--- src/rtl/mario_pkg.sv ---
`default_nettype none
// ============================================================================
//  Module      : mario_pkg
//  Description : Shared types and widths for the Mario gameplay-stats block:
//                game-flow state encoding, counter widths, coins-per-1UP.
//  Revision    : 1.0 - initial release
// ============================================================================
package mario_pkg;

   // Game-flow states
   typedef enum logic [1:0] {
      PLAY       = 2'd0,
      DYING      = 2'd1,
      LEVEL_DONE = 2'd2,
      GAME_OVER  = 2'd3
   } state_t;

   localparam int LIVES_W        = 4;
   localparam int LEVEL_W        = 4;
   localparam int COINS_W        = 12;
   localparam int COINS_PER_LIFE = 100;

   // Saturating clamp of an integer configuration value to a ceiling
   function automatic int clamp_max(input int value, input int ceiling);
      return (value > ceiling) ? ceiling : value;
   endfunction

endpackage
`default_nettype wire

--- src/rtl/mario_hold_timer.sv ---
`default_nettype none
// ============================================================================
//  Module      : mario_hold_timer
//  Description : Pause timer for the DYING / LEVEL_DONE states. 'start' clears
//                and arms the count; 'expired' is high for exactly one cycle
//                when the count reaches HOLD_CYCLES-1, after which the timer
//                disarms itself. 'clear' disarms without expiring.
//  Revision    : 1.0 - initial release
// ============================================================================
module mario_hold_timer #(
   parameter int HOLD_CYCLES = 65000000
) (
   input  logic clk,
   input  logic rst_n,
   input  logic start,
   input  logic clear,
   output logic expired
);

   localparam int CNT_W = $clog2(HOLD_CYCLES) + 1;
   localparam logic [CNT_W-1:0] c_last = CNT_W'(HOLD_CYCLES - 1);

   logic [CNT_W-1:0] r_cnt;
   logic             r_active;

   // Expiry is a pure decode of the armed count, so HOLD_CYCLES=1 expires
   // on the first cycle spent in the hold state.
   assign expired = r_active && (r_cnt == c_last);

   // Count while armed; start has priority over clear and expiry
   always_ff @(posedge clk or negedge rst_n) begin
      if (!rst_n) begin
         r_cnt    <= '0;
         r_active <= 1'b0;
      end else if (start) begin
         r_cnt    <= '0;
         r_active <= 1'b1;
      end else if (clear || expired) begin
         r_active <= 1'b0;
      end else if (r_active) begin
         r_cnt    <= r_cnt + CNT_W'(1);
      end
   end

endmodule
`default_nettype wire

--- src/rtl/mario_game_stats.sv ---
`default_nettype none
// ============================================================================
//  Module      : mario_game_stats
//  Description : Gameplay counters (lives, level, coins) and game-flow FSM
//                feeding the HUD. Emits respawn / level_load pulses back to
//                the game logic. All outputs are registered.
//  Options     : MARIO_COIN_1UP_EN - every 100 coins collected grants a life.
//  Revision    : 1.0 - initial release
// ============================================================================
module mario_game_stats
   import mario_pkg::*;
#(
   parameter int START_LIVES = 3,
   parameter int MAX_LIVES   = 9,
   parameter int START_LEVEL = 1,
   parameter int MAX_LEVEL   = 9,
   parameter int COIN_MAX    = 999,
   parameter int HOLD_CYCLES = 65000000
) (
   input  logic               clk,
   input  logic               rst_n,
   input  logic               coin_evt,
   input  logic               death_evt,
   input  logic               level_done_evt,
   input  logic               new_game,
   output logic [LIVES_W-1:0] mario_lives,
   output logic [LEVEL_W-1:0] level,
   output logic [COINS_W-1:0] coins,
   output logic               respawn,
   output logic               level_load,
   output logic               game_over,
   output logic               game_won
);

   localparam logic [LIVES_W-1:0] c_start_lives = LIVES_W'(clamp_max(START_LIVES, MAX_LIVES));
   localparam logic [LEVEL_W-1:0] c_start_level = LEVEL_W'(START_LEVEL);
   localparam logic [LEVEL_W-1:0] c_max_level   = LEVEL_W'(MAX_LEVEL);
   localparam logic [COINS_W-1:0] c_coin_max    = COINS_W'(COIN_MAX);

   state_t             r_state,      w_state_nxt;
   logic [LIVES_W-1:0] r_lives,      w_lives_nxt;
   logic [LEVEL_W-1:0] r_level,      w_level_nxt;
   logic [COINS_W-1:0] r_coins,      w_coins_nxt;
   logic               r_respawn,    w_respawn_nxt;
   logic               r_level_load, w_level_load_nxt;
   logic               r_game_over,  w_game_over_nxt;
   logic               r_game_won,   w_game_won_nxt;
   logic               w_timer_start;
   logic               w_timer_clear;
   logic               w_expired;

`ifdef MARIO_COIN_1UP_EN
   localparam logic [LIVES_W-1:0] c_max_lives = LIVES_W'(MAX_LIVES);
   localparam logic [6:0]         c_sub_last  = 7'(COINS_PER_LIFE - 1);
   logic [6:0] r_sub, w_sub_nxt;
`endif

   // Timer is only meaningful in the pause states; disarm it elsewhere
   assign w_timer_clear = (r_state == PLAY) || (r_state == GAME_OVER);

   mario_hold_timer #(
      .HOLD_CYCLES (HOLD_CYCLES)
   ) u_hold_timer (
      .clk     (clk),
      .rst_n   (rst_n),
      .start   (w_timer_start),
      .clear   (w_timer_clear),
      .expired (w_expired)
   );

   // Next-state and next-counter decode; pulses default low every cycle
   always_comb begin
      w_state_nxt      = r_state;
      w_lives_nxt      = r_lives;
      w_level_nxt      = r_level;
      w_coins_nxt      = r_coins;
      w_respawn_nxt    = 1'b0;
      w_level_load_nxt = 1'b0;
      w_game_over_nxt  = r_game_over;
      w_game_won_nxt   = r_game_won;
      w_timer_start    = 1'b0;
`ifdef MARIO_COIN_1UP_EN
      w_sub_nxt        = r_sub;
`endif
      case (r_state)
         PLAY: begin
            // death beats level_done beats coin; losers are dropped
            if (death_evt) begin
               if (r_lives != '0) w_lives_nxt = r_lives - LIVES_W'(1);
               w_state_nxt   = DYING;
               w_timer_start = 1'b1;
            end else if (level_done_evt) begin
               w_state_nxt   = LEVEL_DONE;
               w_timer_start = 1'b1;
            end else if (coin_evt) begin
               if (r_coins < c_coin_max) w_coins_nxt = r_coins + COINS_W'(1);
`ifdef MARIO_COIN_1UP_EN
               // sub-counter keeps running even when coins has saturated
               if (r_sub == c_sub_last) begin
                  w_sub_nxt = '0;
                  if (r_lives < c_max_lives) w_lives_nxt = r_lives + LIVES_W'(1);
               end else begin
                  w_sub_nxt = r_sub + 7'd1;
               end
`endif
            end
         end
         DYING: begin
            if (w_expired) begin
               if (r_lives == '0) begin
                  w_state_nxt     = GAME_OVER;
                  w_game_over_nxt = 1'b1;
                  w_game_won_nxt  = 1'b0;
               end else begin
                  w_state_nxt     = PLAY;
                  w_respawn_nxt   = 1'b1;
               end
            end
         end
         LEVEL_DONE: begin
            if (w_expired) begin
               if (r_level == c_max_level) begin
                  w_state_nxt     = GAME_OVER;
                  w_game_over_nxt = 1'b1;
                  w_game_won_nxt  = 1'b1;
               end else begin
                  w_level_nxt      = r_level + LEVEL_W'(1);
                  w_level_load_nxt = 1'b1;
                  w_state_nxt      = PLAY;
               end
            end
         end
         GAME_OVER: begin
            if (new_game) begin
               w_lives_nxt      = c_start_lives;
               w_level_nxt      = c_start_level;
               w_coins_nxt      = '0;
               w_game_over_nxt  = 1'b0;
               w_game_won_nxt   = 1'b0;
               w_level_load_nxt = 1'b1;
               w_state_nxt      = PLAY;
`ifdef MARIO_COIN_1UP_EN
               w_sub_nxt        = '0;
`endif
            end
         end
         default: w_state_nxt = PLAY;
      endcase
   end

   // State and output registers; async reset aborts any pause with no pulse
   always_ff @(posedge clk or negedge rst_n) begin
      if (!rst_n) begin
         r_state      <= PLAY;
         r_lives      <= c_start_lives;
         r_level      <= c_start_level;
         r_coins      <= '0;
         r_respawn    <= 1'b0;
         r_level_load <= 1'b0;
         r_game_over  <= 1'b0;
         r_game_won   <= 1'b0;
      end else begin
         r_state      <= w_state_nxt;
         r_lives      <= w_lives_nxt;
         r_level      <= w_level_nxt;
         r_coins      <= w_coins_nxt;
         r_respawn    <= w_respawn_nxt;
         r_level_load <= w_level_load_nxt;
         r_game_over  <= w_game_over_nxt;
         r_game_won   <= w_game_won_nxt;
      end
   end

`ifdef MARIO_COIN_1UP_EN
   // Coins-toward-next-life sub-counter
   always_ff @(posedge clk or negedge rst_n) begin
      if (!rst_n) r_sub <= '0;
      else        r_sub <= w_sub_nxt;
   end
`endif

   assign mario_lives = r_lives;
   assign level       = r_level;
   assign coins       = r_coins;
   assign respawn     = r_respawn;
   assign level_load  = r_level_load;
   assign game_over   = r_game_over;
   assign game_won    = r_game_won;

endmodule
`default_nettype wire

--- config.mk ---
export PLATFORM = sky130hd
export DESIGN_NAME = mario_game_stats
export DESIGN_NICKNAME = d
export VERILOG_FILES = /design/src/rtl/mario_pkg.sv /design/src/rtl/mario_hold_timer.sv /design/src/rtl/mario_game_stats.sv
export SDC_FILE = /design/constraint.sdc
export NUM_CORES = 1
export LEC_CHECK = 0
export CAP_MARGIN = 20
export CORE_MARGIN = 3
export CORE_UTILIZATION = 40
export DETAILED_ROUTE_END_ITERATION = 10
export GPL_ROUTABILITY_DRIVEN = 0
export PLACE_DENSITY = 0.61
export SETUP_SLACK_MARGIN = 0.05
export SLEW_MARGIN = 20
export SYNTH_ARGS = -nofsm -noshare
export SYNTH_HDL_FRONTEND = slang
export SYNTH_SLANG_ARGS = --single-unit
--- constraint.sdc ---
create_clock -name clk -period 2.69 [get_ports clk]
set_clock_uncertainty 0.2 [all_clocks]
set_input_delay 0.6725 -clock clk [delete_from_list [all_inputs] [get_ports clk]]
set_output_delay 0.6725 -clock clk [all_outputs]
set_load 0.005 [all_outputs]
==> results of run 1 <==
==> what timing repair did <==
item	in CTS	in global routing
setup endpoints to repair	0	3
buffers inserted	0	1
hold buffers	0	0
==> cell type report <==
| cell class | count | share of cell area, % |
|---|---|---|
| Clock buffer | 7 | 2.33 |
| Sequential cell | 54 | 36.6 |
| Timing Repair Buffer | 49 | 12.1 |
| Multi-Input combinational cell | 253 | 44.4 |
| Clock inverter | 1 | 0.135 |
| Inverter | 11 | 1.11 |
| Tap cell | 99 | 3.34 |
==> worst paths after layout <==
| check | startpoint | endpoint | slack (ps) | cells past startpoint |
|---|---|---|---|---|
| max reg2reg | u_hold_timer.r_cnt[8] | game_won | 210 | 5 |
| max in group asynchronous | rst_n | mario_lives[0] | 1500 | 2 |
| min in group clk | game_won | game_won | 320 | 1 |
| max | death_evt | coins[11] | 190 | 7 |
| min reg2reg | game_won | game_won | 320 | 1 |
| min | rst_n | u_hold_timer.r_cnt[16] | 150 | 1 |
==> power by group through the flow <==
stage	sequential [mW]	clock [mW]	combinational [mW]
3_5_place_dp	0.827	0	0.0330
5_1_grt	0.812	0.531	0.0357
3_3_place_gp	0.827	0	0.0326
2_1_floorplan	0.827	0	0.000735
4_1_cts	0.811	0.497	0.0329
6_report	0.811	0.478	0.0310
==> worst max-delay path, cell delays in order <==
cell and delay [ps]:
sky130_fd_sc_hd__clkdlybuf4s50_1 430, sky130_fd_sc_hd__nor4_1 280, sky130_fd_sc_hd__nand2_1 90, sky130_fd_sc_hd__o21a_1 180, sky130_fd_sc_hd__or3_1 410, sky130_fd_sc_hd__buf_4 200, sky130_fd_sc_hd__o31ai_1 250
==> per-layer routing <==
layer  share of wire [%]  wire length (um)
met1                  49              3600
met2                  46              3370
met3                 3.7               270
met4                 1.1                81
met5                   0                 0
==> synth_stat cells (2+ instances only) <==
library cell | n | share of area (%)
sky130_fd_sc_hd__o21ai_0 | 14 | 2.3
sky130_fd_sc_hd__and3_1 | 6 | 1.2
sky130_fd_sc_hd__nor3_1 | 12 | 1.9
sky130_fd_sc_hd__dfrtp_1 | 51 | 41
sky130_fd_sc_hd__and4_1 | 4 | 1.1
sky130_fd_sc_hd__o41ai_1 | 8 | 2.3
sky130_fd_sc_hd__a31oi_1 | 6 | 1.2
sky130_fd_sc_hd__dfstp_2 | 3 | 2.5
sky130_fd_sc_hd__nand2_1 | 24 | 2.9
sky130_fd_sc_hd__nand4b_1 | 3 | 0.85
sky130_fd_sc_hd__nor4bb_1 | 2 | 0.65
sky130_fd_sc_hd__a21oi_1 | 13 | 2.1
sky130_fd_sc_hd__or3_1 | 5 | 1.0
sky130_fd_sc_hd__nand4_1 | 14 | 2.8
sky130_fd_sc_hd__or4_1 | 2 | 0.48
sky130_fd_sc_hd__nor4_1 | 2 | 0.40
sky130_fd_sc_hd__o21a_1 | 2 | 0.48
sky130_fd_sc_hd__nand2b_1 | 4 | 0.81
sky130_fd_sc_hd__a31o_1 | 2 | 0.56
sky130_fd_sc_hd__nor4b_1 | 2 | 0.56
sky130_fd_sc_hd__ha_1 | 10 | 4.0
sky130_fd_sc_hd__inv_1 | 11 | 1.3
sky130_fd_sc_hd__o211ai_1 | 5 | 1.2
sky130_fd_sc_hd__o31ai_1 | 8 | 1.9
sky130_fd_sc_hd__clkbuf_1 | 15 | 1.8
sky130_fd_sc_hd__xor2_1 | 19 | 5.4
sky130_fd_sc_hd__mux2i_1 | 2 | 0.65
sky130_fd_sc_hd__xnor2_1 | 3 | 0.85
sky130_fd_sc_hd__nor2_1 | 38 | 4.6
sky130_fd_sc_hd__nand3_1 | 19 | 3.1
==> per-stage QoR <==
step / utilization [%] / TNS (ps)
after floorplan: - / 0
after global placement: 48.9 / -430
after detailed placement: 48.9 / -709
after CTS: 50.2 / 0
after global routing: 50.3 / 0
final: 50.3 / 0
==> kinds of logic after synthesis <==
| logic type | after synthesis | share of synthesized area [%] |
|---|---|---|
| AND/OR/NAND/NOR | 147 | 25.5 |
| adder cells (fa/ha/maj) | 10 | 4.03 |
| multiplexers | 4 | 1.37 |
| XOR/XNOR | 22 | 6.21 |
| buffers and inverters | 27 | 3.31 |
| AO/OA/AOI/OAI | 70 | 15.9 |
| flip-flops | 54 | 43.7 |
==> state kept, by name (all words and copies together) (netlist names) <==
register               count
u_hold_timer.r_cnt        27
coins                     12
level                      4
mario_lives                4
r_state                    2
game_over                  1
game_won                   1
level_load                 1
respawn                    1
u_hold_timer.r_active      1
==> out/results.md, run 1 <==
Yosys
• **flip-flop and latch count after synthesis** 54
• **number of flops mapped to enable cells by yosys** 0
• **most instantiated flip-flop cell in the synthesis netlist** sky130_fd_sc_hd__dfrtp_1
• **Synthesized Nets** 350
• **Syn Area/Cell** 9.29 um^2
• **sequential fraction of the synthesis area** 43.7%
• **number of library cell types mapped by synthesis** 55
• **async set-reset flop share out of synthesis** 100%
• **Netlist Area Pre-Place** 3100 um^2
• **Yosys Warn Count** 0
• **post-synthesis instance total** 334

GRT
• **total track usage** 17.5%
• **met1 demand-to-capacity share in global routing** 25.2%
• **global route total overflow** 0
• **initial antenna violation count** 0
• **global routing met2 resource utilization** 26.8%
• **met3 Track Usage GR** 3.45%
• **first-pass GRT wire length** 12500 um
• **busiest layer in global routing** met2
• **pin count of the biggest net entering global routing** 32
• **via count of the first global-routing pass** 2555

Floorplan
• **die outline area** 8850 um^2
• **std cell rows** 31
• **floorplan die height** 94.1 um
• **chip width** 94.1 um
• **Core ar.** 7370 um^2
• **initial core utilization** 42.1%
• **number of ports placed on the die boundary** 30

Timing
• **slew at the pin with the worst max-slew slack** 579 ps
• **Slew HR** 61.4%
• **Max Freq** 0.401 GHz
• **crit share post-route** 92.8%
• **setup repair after global routing missed its margin** false
• **number of pins exceeding their max-slew limit in the final report** 0
• **smallest setup slack after layout** 195 ps
• **final worst hold slack** 149 ps
• **time the worst path needs with I/O delays and setup** 2500 ps
• **final setup violation count** 0
• **Hold Fails Final Rpt** 0

Finish
• **area growth from synthesis to final layout** 19.4%
• **multi-input gate area in the final layout** 1650 um^2
• **flip-flop and latch area** 1360 um^2
• **most common library cell in the layout ignoring fill and taps** sky130_fd_sc_hd__dfrtp_1
• **number of fill cells** 724
• **Post-layout nets** 390
• **fraction of final layout cells with drive strength greater than 1** 9.87%
• **most frequent cells in the layout** sky130_fd_sc_hd__dfrtp_1, sky130_fd_sc_hd__nor2_1, sky130_fd_sc_hd__clkdlybuf4s50_1
• **cell area after layout** 3700 um^2
• **non-filler instance count after layout** 474
• **number of antenna diodes** 0

Detailed routing
• **Iteration-0 DRC Markers** 93
• **vias per std cell** 5.63
• **per-cell routed wire length** 15.4 um
• **total wire length** 7320 um
• **total vias in the final route** 2669
• **DRT Pass-1 Iters** 4
• **count of unresolved DRC violations after routing** 0
• **residual antenna-violating net count after detailed routing** 0

CTS
• **CTS buffer count** 5
• **TritonCTS clock tree** yes
• **CTS clock-pin slew for the worst setup and hold paths** 100 ps
• **clock insertion delay at the later pin of the skew report** 310 ps
• **clock tree root buffer cell** sky130_fd_sc_hd__clkbuf_8
• **clock tree sinks** 54
• **cells resized by post-CTS repair** 0
• **H-tree depth** 2
• **CTS max path bufs** 2

Min path
• **worst min-delay path category** in -> async

Power and ir drop
• **portion of total power attributed to combinational logic** 2.3%
• **leakage power total** 1.42 nW
• **P per Cell Area** 356 nW/um^2
• **share of total power consumed by net switching** 21.9%
• **clock network fraction of design power** 36.2%
• **Int Power** 1.03 mW
• **register share of total power** 61.4%
• **net switching power** 0.290 mW
• **total power of the final layout** 1.32 mW
• **peak ir drop on the vdd network** 0.200 mV

Placed design
• **hpwl dp** 5120 um
• **Inst Count DP** 465
• **pre-CTS setup slack** -171 ps
• **total of buffers placed on input and output ports** 29
• **Placed Area** 3610 um^2

Flow run
• **Max-cap violations** 0

Setup path
• **Critical Setup Path Class** in -> reg
• **worst path required time** 2700 ps
• **WP data arrival** 2510 ps
• **startpoint kind of the worst setup timing path** input pin
• **critical-path maximum fanout** 6
• **kind of end point of the critical path** flip-flop

Status
• **status** completed

(Power assumes the default switching activity.)
==> run 2, diff against run 1 <==
==> constraint.sdc (replaced) <==
create_clock -name clk -period 3.2 [get_ports clk]
set_clock_uncertainty 0.2 [all_clocks]
set_input_delay 0.8 -clock clk [delete_from_list [all_inputs] [get_ports clk]]
set_output_delay 0.8 -clock clk [all_outputs]
set_load 0.005 [all_outputs]
==> out/results.md, run 2 (same netlist as run 1, synthesis figures left out) <==
Timing
• **crit share post-route** 86.1%
• **aggregate negative setup slack** 0 ps
• **Max Freq** 0.363 GHz
• **slew at the pin with the worst max-slew slack** 663 ps
• **Slew HR** 55.8%
• **number of pins exceeding their max-slew limit in the final report** 0
• **time the worst path needs with I/O delays and setup** 2750 ps
• **setup repair after global routing missed its margin** false
• **final setup violation count** 0
• **Hold Fails Final Rpt** 0
• **smallest setup slack after layout** 445 ps
• **final worst hold slack** 308 ps

Detailed routing
• **vias per std cell** 5.66
• **total vias in the final route** 2627
• **Iteration-0 DRC Markers** 133
• **per-cell routed wire length** 15.4 um
• **count of unresolved DRC violations after routing** 0
• **residual antenna-violating net count after detailed routing** 0
• **DRT Pass-1 Iters** 4
• **total wire length** 7150 um

Finish
• **area growth from synthesis to final layout** 17.5%
• **most common library cell in the layout ignoring fill and taps** sky130_fd_sc_hd__dfrtp_1
• **Largest Register** u_hold_timer.r_cnt
• **fraction of final layout cells with drive strength greater than 1** 7.67%
• **number of antenna diodes** 0
• **Post-layout nets** 381
• **most frequent cells in the layout** sky130_fd_sc_hd__dfrtp_1, sky130_fd_sc_hd__nor2_1, sky130_fd_sc_hd__clkdlybuf4s50_1
• **flip-flop count of the largest register after layout** 27

Power and ir drop
• **leakage power total** 1.39 nW
• **register share of total power** 57.6%
• **share of total power consumed by net switching** 20.6%
• **Int Power** 0.940 mW
• **clock network fraction of design power** 40.4%
• **peak ir drop on the vdd network** 0.149 mV
• **net switching power** 0.243 mW
• **portion of total power attributed to combinational logic** 2.0%
• **P per Cell Area** 325 nW/um^2

CTS
• **cells resized by post-CTS repair** 0
• **CTS clock-pin slew for the worst setup and hold paths** 100 ps
• **CTS max path bufs** 2
• **count of hold buffers inserted by post-cts repair** 0
• **number of buffers added for setup after CTS** 0
• **CTS buffer count** 5
• **H-tree depth** 2
• **clock tree root buffer cell** sky130_fd_sc_hd__clkbuf_8
• **TritonCTS clock tree** yes
• **clock tree sinks** 54
• **clock insertion delay at the later pin of the skew report** 310 ps

Setup path
• **Critical Setup Path Class** reg -> reg
• **worst path required time** 3210 ps
• **startpoint of the worst setup timing path** u_hold_timer.r_cnt[0]
• **startpoint of the most critical register-to-register path** u_hold_timer.r_cnt[0]
• **Reg2Reg Depth** 6
• **startpoint kind of the worst setup timing path** flip-flop
• **critical-path maximum fanout** 8
• **WP data arrival** 2760 ps
• **kind of end point of the critical path** flip-flop

Floorplan
• **die outline area** 8850 um^2
• **chip width** 94.1 um
• **number of ports placed on the die boundary** 30
• **floorplan die height** 94.1 um
• **std cell rows** 31
• **Core ar.** 7370 um^2
• **initial core utilization** 42.1%

GRT
• **pin count of the biggest net entering global routing** 29
• **via count of the first global-routing pass** 2566
• **total track usage** 17.2%
• **first-pass GRT wire length** 12300 um
• **global route total overflow** 0
• **initial antenna violation count** 0

Placed design
• **hpwl dp** 5000 um
• **pre-CTS setup slack** 222 ps
• **total of buffers placed on input and output ports** 29

Min path
• **worst min-delay path category** in -> async

Flow run
• **Max-cap violations** 0

Status
• **status** completed

## run 2: changes by cell type in the layout (fill, tap and decap cells not counted)
cell,before,now
sky130_fd_sc_hd__buf_12,1,0
sky130_fd_sc_hd__buf_4,19,11
sky130_fd_sc_hd__bufinv_16,0,1
sky130_fd_sc_hd__clkbuf_1,1,0
sky130_fd_sc_hd__clkinv_2,1,0
## run 2: power groups by stage
| stage | registers [mW] | clock network, mW | logic [mW] |
|---|---|---|---|
| 2_1_floorplan | 0.696 | 0 | 0.000618 |
| 3_3_place_gp | 0.695 | 0 | 0.0253 |
| 3_5_place_dp | 0.695 | 0 | 0.0259 |
| 4_1_cts | 0.682 | 0.488 | 0.0259 |
| 5_1_grt | 0.682 | 0.508 | 0.0277 |
| 6_report | 0.682 | 0.478 | 0.0240 |
## run 2: metal layers
| layer | track usage [%] | part of all wire (%) |
|---|---|---|
| met2 | 28.0 | 47 |
| met5 | 0 | 0 |
| met1 | 24.1 | 48 |
| met3 | 2.88 | 3.8 |
| met4 | 3.49 | 0.80 |
## run 2: path summary, 6_finish.rpt
path	slack, ps	to
setup reg to reg	450	level[1]
hold / removal	310	u_hold_timer.r_cnt[0]
max in group asynchronous	1840	u_hold_timer.r_cnt[21]
setup / recovery	450	level[1]
min in group clk	320	game_won
hold reg to reg	320	game_won
## run 2: worst max-delay path, cell delays in order (launching register included)
cell	delay, ps
sky130_fd_sc_hd__dfrtp_1	400
sky130_fd_sc_hd__ha_1	270
sky130_fd_sc_hd__nand2_1	120
sky130_fd_sc_hd__or4_1	690
sky130_fd_sc_hd__nor3_4	380
sky130_fd_sc_hd__or4b_1	470
sky130_fd_sc_hd__o311ai_1	100
## run 2: final cells by class
type                    count  area [um^2]
clock buffers               6         82.6
clock inverters             1         30.0
fillers                   710         3720
inverters                  11         41.3
multi-input cells         253         1650
flip-flops and latches     54         1360
well taps                  99          124
repair buffers             40          368
## run 2: stage by stage
stage          power, mW  instance area (um^2)  util, %  instances
2_1_floorplan      0.696                  3100        -        334
3_3_place_gp       0.721                  3530     47.9        457
3_5_place_dp       0.721                  3530     47.9        457
4_1_cts             1.20                  3650     49.5        464
5_1_grt             1.22                  3650     49.5        464
6_report            1.18                  3650     49.5        464
